## config.mk

```make
export PLATFORM = sky130hd
export DESIGN_NAME = gbuff_stream_reader_flat
export DESIGN_NICKNAME = d
export VERILOG_FILES = /design/src/rtl/gbuff_stream_reader_if.sv /design/src/rtl/gbuff_stream_reader.sv /design/src/flat_wrapper.sv
export SDC_FILE = /design/constraint.sdc
export NUM_CORES = 1
export LEC_CHECK = 0
export CAP_MARGIN = 20
export CORE_AREA = 2 2 127 129
export CTS_CLUSTER_SIZE = 8
export DETAILED_ROUTE_END_ITERATION = 16
export DIE_AREA = 0 0 129 131
export GPL_TIMING_DRIVEN = 0
export SLEW_MARGIN = 20
export SYNTH_ARGS = -nofsm -noshare
export SYNTH_HDL_FRONTEND = slang
export SYNTH_SLANG_ARGS = --single-unit
export TNS_END_PERCENT = 100
```

## constraint.sdc

```tcl
create_clock -name clk -period 4.3 [get_ports clk]
set_input_delay 0.43 -clock clk [delete_from_list [all_inputs] [get_ports clk]]
set_output_delay 0.43 -clock clk [all_outputs]
set_load 0.005 [all_outputs]
```

## src/rtl/gbuff_stream_reader_if.sv

```systemverilog
// Bundles the command, buffer-read and output-stream signals of the global buffer reader.
// master = the reader itself, slave = the environment (command source, BRAM, consumer).
interface gbuff_stream_reader_if #(
  parameter int ADDR_BITS = 8,
  parameter int DATA_BITS = 8
);
  logic                 start;
  logic [ADDR_BITS-1:0] base_addr;
  logic [ADDR_BITS:0]   length;
  logic [ADDR_BITS-1:0] stride;
  logic                 busy;
  logic                 done;
  logic                 ram_en;
  logic                 wr_en;
  logic [ADDR_BITS-1:0] idx;
  logic [DATA_BITS-1:0] ram_data;
  logic                 out_valid;
  logic [DATA_BITS-1:0] out_data;
  logic                 out_ready;

  modport master (
    input  start, base_addr, length, stride, ram_data, out_ready,
    output busy, done, ram_en, wr_en, idx, out_valid, out_data
  );

  modport slave (
    output start, base_addr, length, stride, ram_data, out_ready,
    input  busy, done, ram_en, wr_en, idx, out_valid, out_data
  );
endinterface

```

## src/rtl/gbuff_stream_reader.sv

```systemverilog
// Strided read controller for the global buffer: issues reads, captures the word one cycle
// later and streams it through a 2-entry FIFO, credit-gated so backpressure never loses data.
module gbuff_stream_reader #(
  parameter int ADDR_BITS = 8,
  parameter int DATA_BITS = 8
) (
  input  logic                  clk,
  input  logic                  rst,
  gbuff_stream_reader_if.master bus
);
  typedef enum logic [1:0] {IDLE, READ, DRAIN, DONE} state_t;

  state_t               state_q, state_d;
  logic [ADDR_BITS:0]   len_q, len_d;
  logic [ADDR_BITS:0]   issued_q, issued_d;
  logic [ADDR_BITS:0]   popped_q, popped_d;
  logic [ADDR_BITS-1:0] stride_q, stride_d;
  logic [ADDR_BITS-1:0] next_addr_q, next_addr_d;
  logic [ADDR_BITS-1:0] idx_q, idx_d;
  logic                 ram_en_q, ram_en_d;
  logic                 busy_q, busy_d;
  logic                 done_q, done_d;
  logic [1:0]           count_q, count_d;
  logic [DATA_BITS-1:0] head_q, head_d;
  logic [DATA_BITS-1:0] tail_q, tail_d;

  logic pop;
  logic push;
  logic issue;
  logic accept;

  always_comb begin
    state_d     = state_q;
    len_d       = len_q;
    stride_d    = stride_q;
    next_addr_d = next_addr_q;
    idx_d       = idx_q;
    count_d     = count_q;
    head_d      = head_q;
    tail_d      = tail_q;

    pop    = (count_q != 2'd0) && bus.out_ready;
    // The read issued last cycle returns its word at this edge.
    push   = ram_en_q;
    accept = (state_q == IDLE) && !done_q && bus.start;
    // Stored plus outstanding words may never exceed the FIFO depth; a pop frees a slot now.
    issue  = (state_q == READ) && (issued_q != len_q) &&
             ((({1'b0, count_q} + {2'b00, ram_en_q}) < 3'd2) || pop);

    issued_d = issued_q + {{ADDR_BITS{1'b0}}, issue};
    popped_d = popped_q + {{ADDR_BITS{1'b0}}, pop};
    ram_en_d = issue;
    if (issue) begin
      idx_d       = next_addr_q;
      next_addr_d = next_addr_q + stride_q;
    end

    unique case (state_q)
      IDLE: begin
        if (accept) begin
          len_d       = bus.length;
          stride_d    = bus.stride;
          next_addr_d = bus.base_addr;
          issued_d    = '0;
          popped_d    = '0;
          state_d     = (bus.length == '0) ? DONE : READ;
        end
      end
      READ:    if (issued_d == len_q) state_d = DRAIN;
      DRAIN:   if (popped_d == len_q) state_d = DONE;
      DONE:    state_d = IDLE;
      default: state_d = IDLE;
    endcase

    busy_d = (state_d == READ) || (state_d == DRAIN) || (state_d == DONE);
    done_d = (state_q == DONE);

    unique case ({push, pop})
      2'b10: begin
        if (count_q == 2'd0) head_d = bus.ram_data;
        else                 tail_d = bus.ram_data;
        count_d = count_q + 2'd1;
      end
      2'b01: begin
        head_d  = tail_q;
        count_d = count_q - 2'd1;
      end
      2'b11: begin
        if (count_q == 2'd1) begin
          head_d = bus.ram_data;
        end else begin
          head_d = tail_q;
          tail_d = bus.ram_data;
        end
      end
      default: ;
    endcase
  end

  always_ff @(posedge clk or posedge rst) begin
    if (rst) begin
      state_q     <= IDLE;
      len_q       <= '0;
      issued_q    <= '0;
      popped_q    <= '0;
      stride_q    <= '0;
      next_addr_q <= '0;
      idx_q       <= '0;
      ram_en_q    <= 1'b0;
      busy_q      <= 1'b0;
      done_q      <= 1'b0;
      count_q     <= 2'd0;
      head_q      <= '0;
      tail_q      <= '0;
    end else begin
      state_q     <= state_d;
      len_q       <= len_d;
      issued_q    <= issued_d;
      popped_q    <= popped_d;
      stride_q    <= stride_d;
      next_addr_q <= next_addr_d;
      idx_q       <= idx_d;
      ram_en_q    <= ram_en_d;
      busy_q      <= busy_d;
      done_q      <= done_d;
      count_q     <= count_d;
      head_q      <= head_d;
      tail_q      <= tail_d;
    end
  end

  assign bus.busy      = busy_q;
  assign bus.done      = done_q;
  assign bus.ram_en    = ram_en_q;
  assign bus.wr_en     = 1'b0;
  assign bus.idx       = idx_q;
  assign bus.out_valid = (count_q != 2'd0);
  assign bus.out_data  = head_q;
endmodule

```

## src/flat_wrapper.sv

```systemverilog
// flat-port wrapper written by rule: the top's interface ports become plain ports
module gbuff_stream_reader_flat 
#(
  parameter int ADDR_BITS = 8,
  parameter int DATA_BITS = 8
)
  (clk, rst, bus_start, bus_base_addr, bus_length, bus_stride, bus_ram_data, bus_out_ready, bus_busy, bus_done, bus_ram_en, bus_wr_en, bus_idx, bus_out_valid, bus_out_data);
  gbuff_stream_reader_if #(.ADDR_BITS(ADDR_BITS), .DATA_BITS(DATA_BITS)) bus_i ();
  input  logic clk;
  input  logic rst;
  input wire logic [$bits(bus_i.start)-1:0] bus_start;
  input wire logic [$bits(bus_i.base_addr)-1:0] bus_base_addr;
  input wire logic [$bits(bus_i.length)-1:0] bus_length;
  input wire logic [$bits(bus_i.stride)-1:0] bus_stride;
  input wire logic [$bits(bus_i.ram_data)-1:0] bus_ram_data;
  input wire logic [$bits(bus_i.out_ready)-1:0] bus_out_ready;
  output wire logic [$bits(bus_i.busy)-1:0] bus_busy;
  output wire logic [$bits(bus_i.done)-1:0] bus_done;
  output wire logic [$bits(bus_i.ram_en)-1:0] bus_ram_en;
  output wire logic [$bits(bus_i.wr_en)-1:0] bus_wr_en;
  output wire logic [$bits(bus_i.idx)-1:0] bus_idx;
  output wire logic [$bits(bus_i.out_valid)-1:0] bus_out_valid;
  output wire logic [$bits(bus_i.out_data)-1:0] bus_out_data;
  assign bus_i.start = bus_start;
  assign bus_i.base_addr = bus_base_addr;
  assign bus_i.length = bus_length;
  assign bus_i.stride = bus_stride;
  assign bus_i.ram_data = bus_ram_data;
  assign bus_i.out_ready = bus_out_ready;
  assign bus_busy = bus_i.busy;
  assign bus_done = bus_i.done;
  assign bus_ram_en = bus_i.ram_en;
  assign bus_wr_en = bus_i.wr_en;
  assign bus_idx = bus_i.idx;
  assign bus_out_valid = bus_i.out_valid;
  assign bus_out_data = bus_i.out_data;
  gbuff_stream_reader #(.ADDR_BITS(ADDR_BITS), .DATA_BITS(DATA_BITS)) u_core (.clk(clk), .rst(rst), .bus(bus_i));
endmodule
```

==> impl_metrics.py <==
metrics = {
    "floorplanning": {
        "rows": 46,
        "die_h_um": 131,
        "io_pins": 58,
        "initial_core_util_pct": 24.48,
        "die-area_um2": 16900,
        "die_x_um": 129,
        "core_area_um2": 15600,
    },
    "finish": {
        "multiInputGateArea_um2": 1853,
        "diodes": 0,
        "fin_area_um2": 5024,
        "mostFrequentLayoutCells": "dfrtp_1 (74), clkdlybuf4s50_1 (56), mux2_2 (30)",
        "seqCellArea_um2": 1852,
        "drive_gt1_share_pct": 15.24,
        "area.growth.synth_to_final_pct": 31.55,
        "final_common_cell": "dfrtp_1",
        "final_cells": 636,
        "fill_cells": 1593,
        "layout.nets": 470,
    },
    "critical_path": {
        "crit_path_frequent_cell": "ha_1",
        "crit_chain": "inv_1 > ha_1 > nor2b_1 > o21ai_0 > a41oi_4 > buf_6 > ha_1 > ha_1 > nand2_1 > nor2_1 > xor2_1 > o311ai_0 > nor3_1 > nor2b_1 > or3_1",
        "path_delay_family": "simple AND/OR/NAND/NOR gates",
        "path_buf_inv": 2,
        "cp.arrival_ns": 4.05,
        "critPathLaunchType": "register",
        "end_kind": "register",
        "cp_data_required_time_ns": 4.51,
        "crit_path_max_fanout": 12,
        "crit_type": "reg2reg",
        "slowest_stage": "dfrtp_1",
        "crit_path_max_incr_delay_ns": 0.40,
    },
    "synthesis": {
        "postSynthAreaPerCell_um2": 11.07,
        "synth_edf_count": 0,
        "syn_nets": 400,
        "synth_cell_types": 41,
        "synth_area_um2": 3819,
        "async_flop_share_pct": 100.0,
        "synth_ff_type": "dfrtp_1",
        "seq_area_frac_synth_pct": 48.49,
        "synth-seq-cells": 74,
        "synth_cells": 345,
        "yosysWarnings": 0,
    },
    "placed_design": {
        "placed_cells": 618,
        "gp_congestion": 0.8626,
        "port_buffers": 56,
        "placed_area_um2": 4679,
        "hpwl_um": 6438,
    },
    "power_and_ir_drop": {
        "p_total_uw": 3898,
        "vdd_drop_max_uv": 322.7,
        "power.leakage_uw": 0.002102,
        "power_density_nw_per_um2": 775.9,
    },
    "global_routing": {
        "grt_max_degree": 47,
        "antenna_found_initial": 0,
        "grt_pass1_wl_um": 14100,
        "grt_overflow": 0,
        "grt_pass1_vias": 2870,
        "track_usage_pct": 10.61,
    },
    "drt": {
        "drt-initial-drc-count": 94,
        "dr.pass1.iters": 4,
        "via_per_inst": 4.288,
        "wl_um": 8648,
        "via_count": 2727,
        "wire_per_inst_um": 13.60,
        "final_antenna_net_count": 0,
        "drc": 0,
    },
    "timing": {
        "setup_violations": 0,
        "fin_crit_ns": 3.839,
        "tightest_slew_ns": 0.9868,
        "relSlewSlack_pct": 33.52,
        "clock.fmax_mhz": 260.5,
        "finalCritPeriodShare_pct": 89.29,
        "hold_violations": 0,
        "finalSetupTns_ns": 0,
        "fin_skew_ns": 0.006889,
        "rsz0062_at_grt": "no",
        "slew_violations": 0,
    },
    "cts": {
        "cts_resized": 0,
        "worstSkewPairLatency_ns": 0.33,
        "cts.sinks": 74,
        "cts_root_buffer": "clkbuf_16",
        "cts_tree": "built",
        "clock_path_buffers": 2,
        "cts_buffers": 9,
        "clk_pin_slew_ns": 0.06,
        "cts.htree.levels": 3,
    },
    "run_status": {
        "outcome": "completed",
    },
    "flow_run": {
        "cap_violations": 0,
    },
    "min_path": {
        "min_path_type": "in2async",
    },
}
registers in the layout, summed over array words and instances, names as in the netlist:
register and flops:
u_core.bus.out_data 8, u_core.bus.ram_en 1, u_core.bus.idx 8, u_core.bus.done 1, u_core.tail_q 8, u_core.len_q 9
u_core.popped_q 9, u_core.state_q 2, u_core.issued_q 9, u_core.bus.busy 1, u_core.count_q 2, u_core.next_addr_q 8
u_core.stride_q 8
path summary, 6_finish.rpt:
path	start	to	slack (ns)	cells after the start
worst max-delay path	u_core.count_q[0]	u_core.state_q[0]	0.46	15
worst min-delay path	rst	u_core.bus.idx[5]	0.45	2
worst max register to register	u_core.count_q[0]	u_core.state_q[0]	0.46	15
worst min register to register	u_core.bus.out_data[5]	u_core.bus.out_data[5]	0.49	2
max in group asynchronous	rst	u_core.issued_q[5]	3.30	3
min in group clk	u_core.bus.out_data[5]	u_core.bus.out_data[5]	0.49	2
cell usage after synthesis, types with 2 or more instances:
library cell | number | area share [%]
dfrtp_1 | 74 | 48
mux2_2 | 30 | 8.8
nor2_1 | 27 | 2.7
nand2_1 | 25 | 2.5
xnor2_1 | 25 | 5.7
xor2_1 | 21 | 4.8
o21ai_0 | 20 | 2.6
ha_1 | 17 | 5.6
inv_1 | 13 | 1.3
nand3_1 | 11 | 1.4
a21oi_1 | 10 | 1.3
nor2b_1 | 9 | 1.5
a22oi_1 | 8 | 1.6
buf_4 | 5 | 0.98
mux2i_1 | 5 | 1.3
nand4_1 | 4 | 0.66
nor3_1 | 4 | 0.52
a21o_1 | 3 | 0.59
clkbuf_1 | 3 | 0.29
nand2b_1 | 3 | 0.49
nor4_1 | 3 | 0.49
o211ai_1 | 3 | 0.59
a211oi_1 | 2 | 0.39
mux2_4 | 2 | 0.79
nor3_2 | 2 | 0.52
layout make-up:
class	instances	area share (%)
Inverter	13	1.021
Clock buffer	10	4.757
Timing Repair Buffer	59	12.00
Multi-Input combinational cell	248	36.89
Tap cell	216	5.380
Clock inverter	6	1.793
Buffer	10	1.295
Sequential cell	74	36.86
power breakdown:
part | switching (uW) | leakage [uW] | internal [uW] | total (uW)
logic | 847 | 0.00104 | 966 | 1810
registers | 251 | 0.000903 | 1010 | 1270
clock network | 295 | 0.000159 | 525 | 820
worst reg2reg max path, cell delays in order (launching register included):
cell,delay (ns)
dfrtp_1,0.40
inv_1,0.06
ha_1,0.23
nor2b_1,0.37
o21ai_0,0.27
a41oi_4,0.28
buf_6,0.23
ha_1,0.18
ha_1,0.26
nand2_1,0.10
nor2_1,0.19
xor2_1,0.17
o311ai_0,0.17
nor3_1,0.39
nor2b_1,0.08
or3_1,0.32
kinds of logic after synthesis:
group	Yosys count	synth area share [%]
fa+ha+maj	18	6.094
other cells	1	0.09820
flops	74	48.49
compound gates	51	8.650
xor+xnor	46	10.55
mux	37	10.94
buf+inv	23	2.982
simple gates	95	12.19
layer usage:
| metal | global-route usage, % | routed length, um | vias to the layer above |
|---|---|---|---|
| met5 | 0 | 0 | - |
| met4 | 4.348 | 183 | 0 |
| met3 | 1.995 | 180 | 14 |
| met2 | 18.61 | 4481 | 40 |
| met1 | 12.86 | 3803 | 1343 |
| li1 | - | - | 1330 |
through the flow:
step	hold slack, ns	setup slack (ns)	util (%)
floorplan	0.4733	1.044	-
global placement	0.4762	0.01826	29.81
detailed placement	0.4833	-0.01867	30.00
CTS	0.4626	0.1733	32.11
global route	0.4890	0.1310	32.21
finish	0.4468	0.4605	32.21
what timing repair did:
action | CTS | global route
hold buffers | 0 | 0
buffers inserted | 0 | 2
endpoints found under the setup margin | 0 | 1
Note: power is estimated with default switching activity, not from simulation.
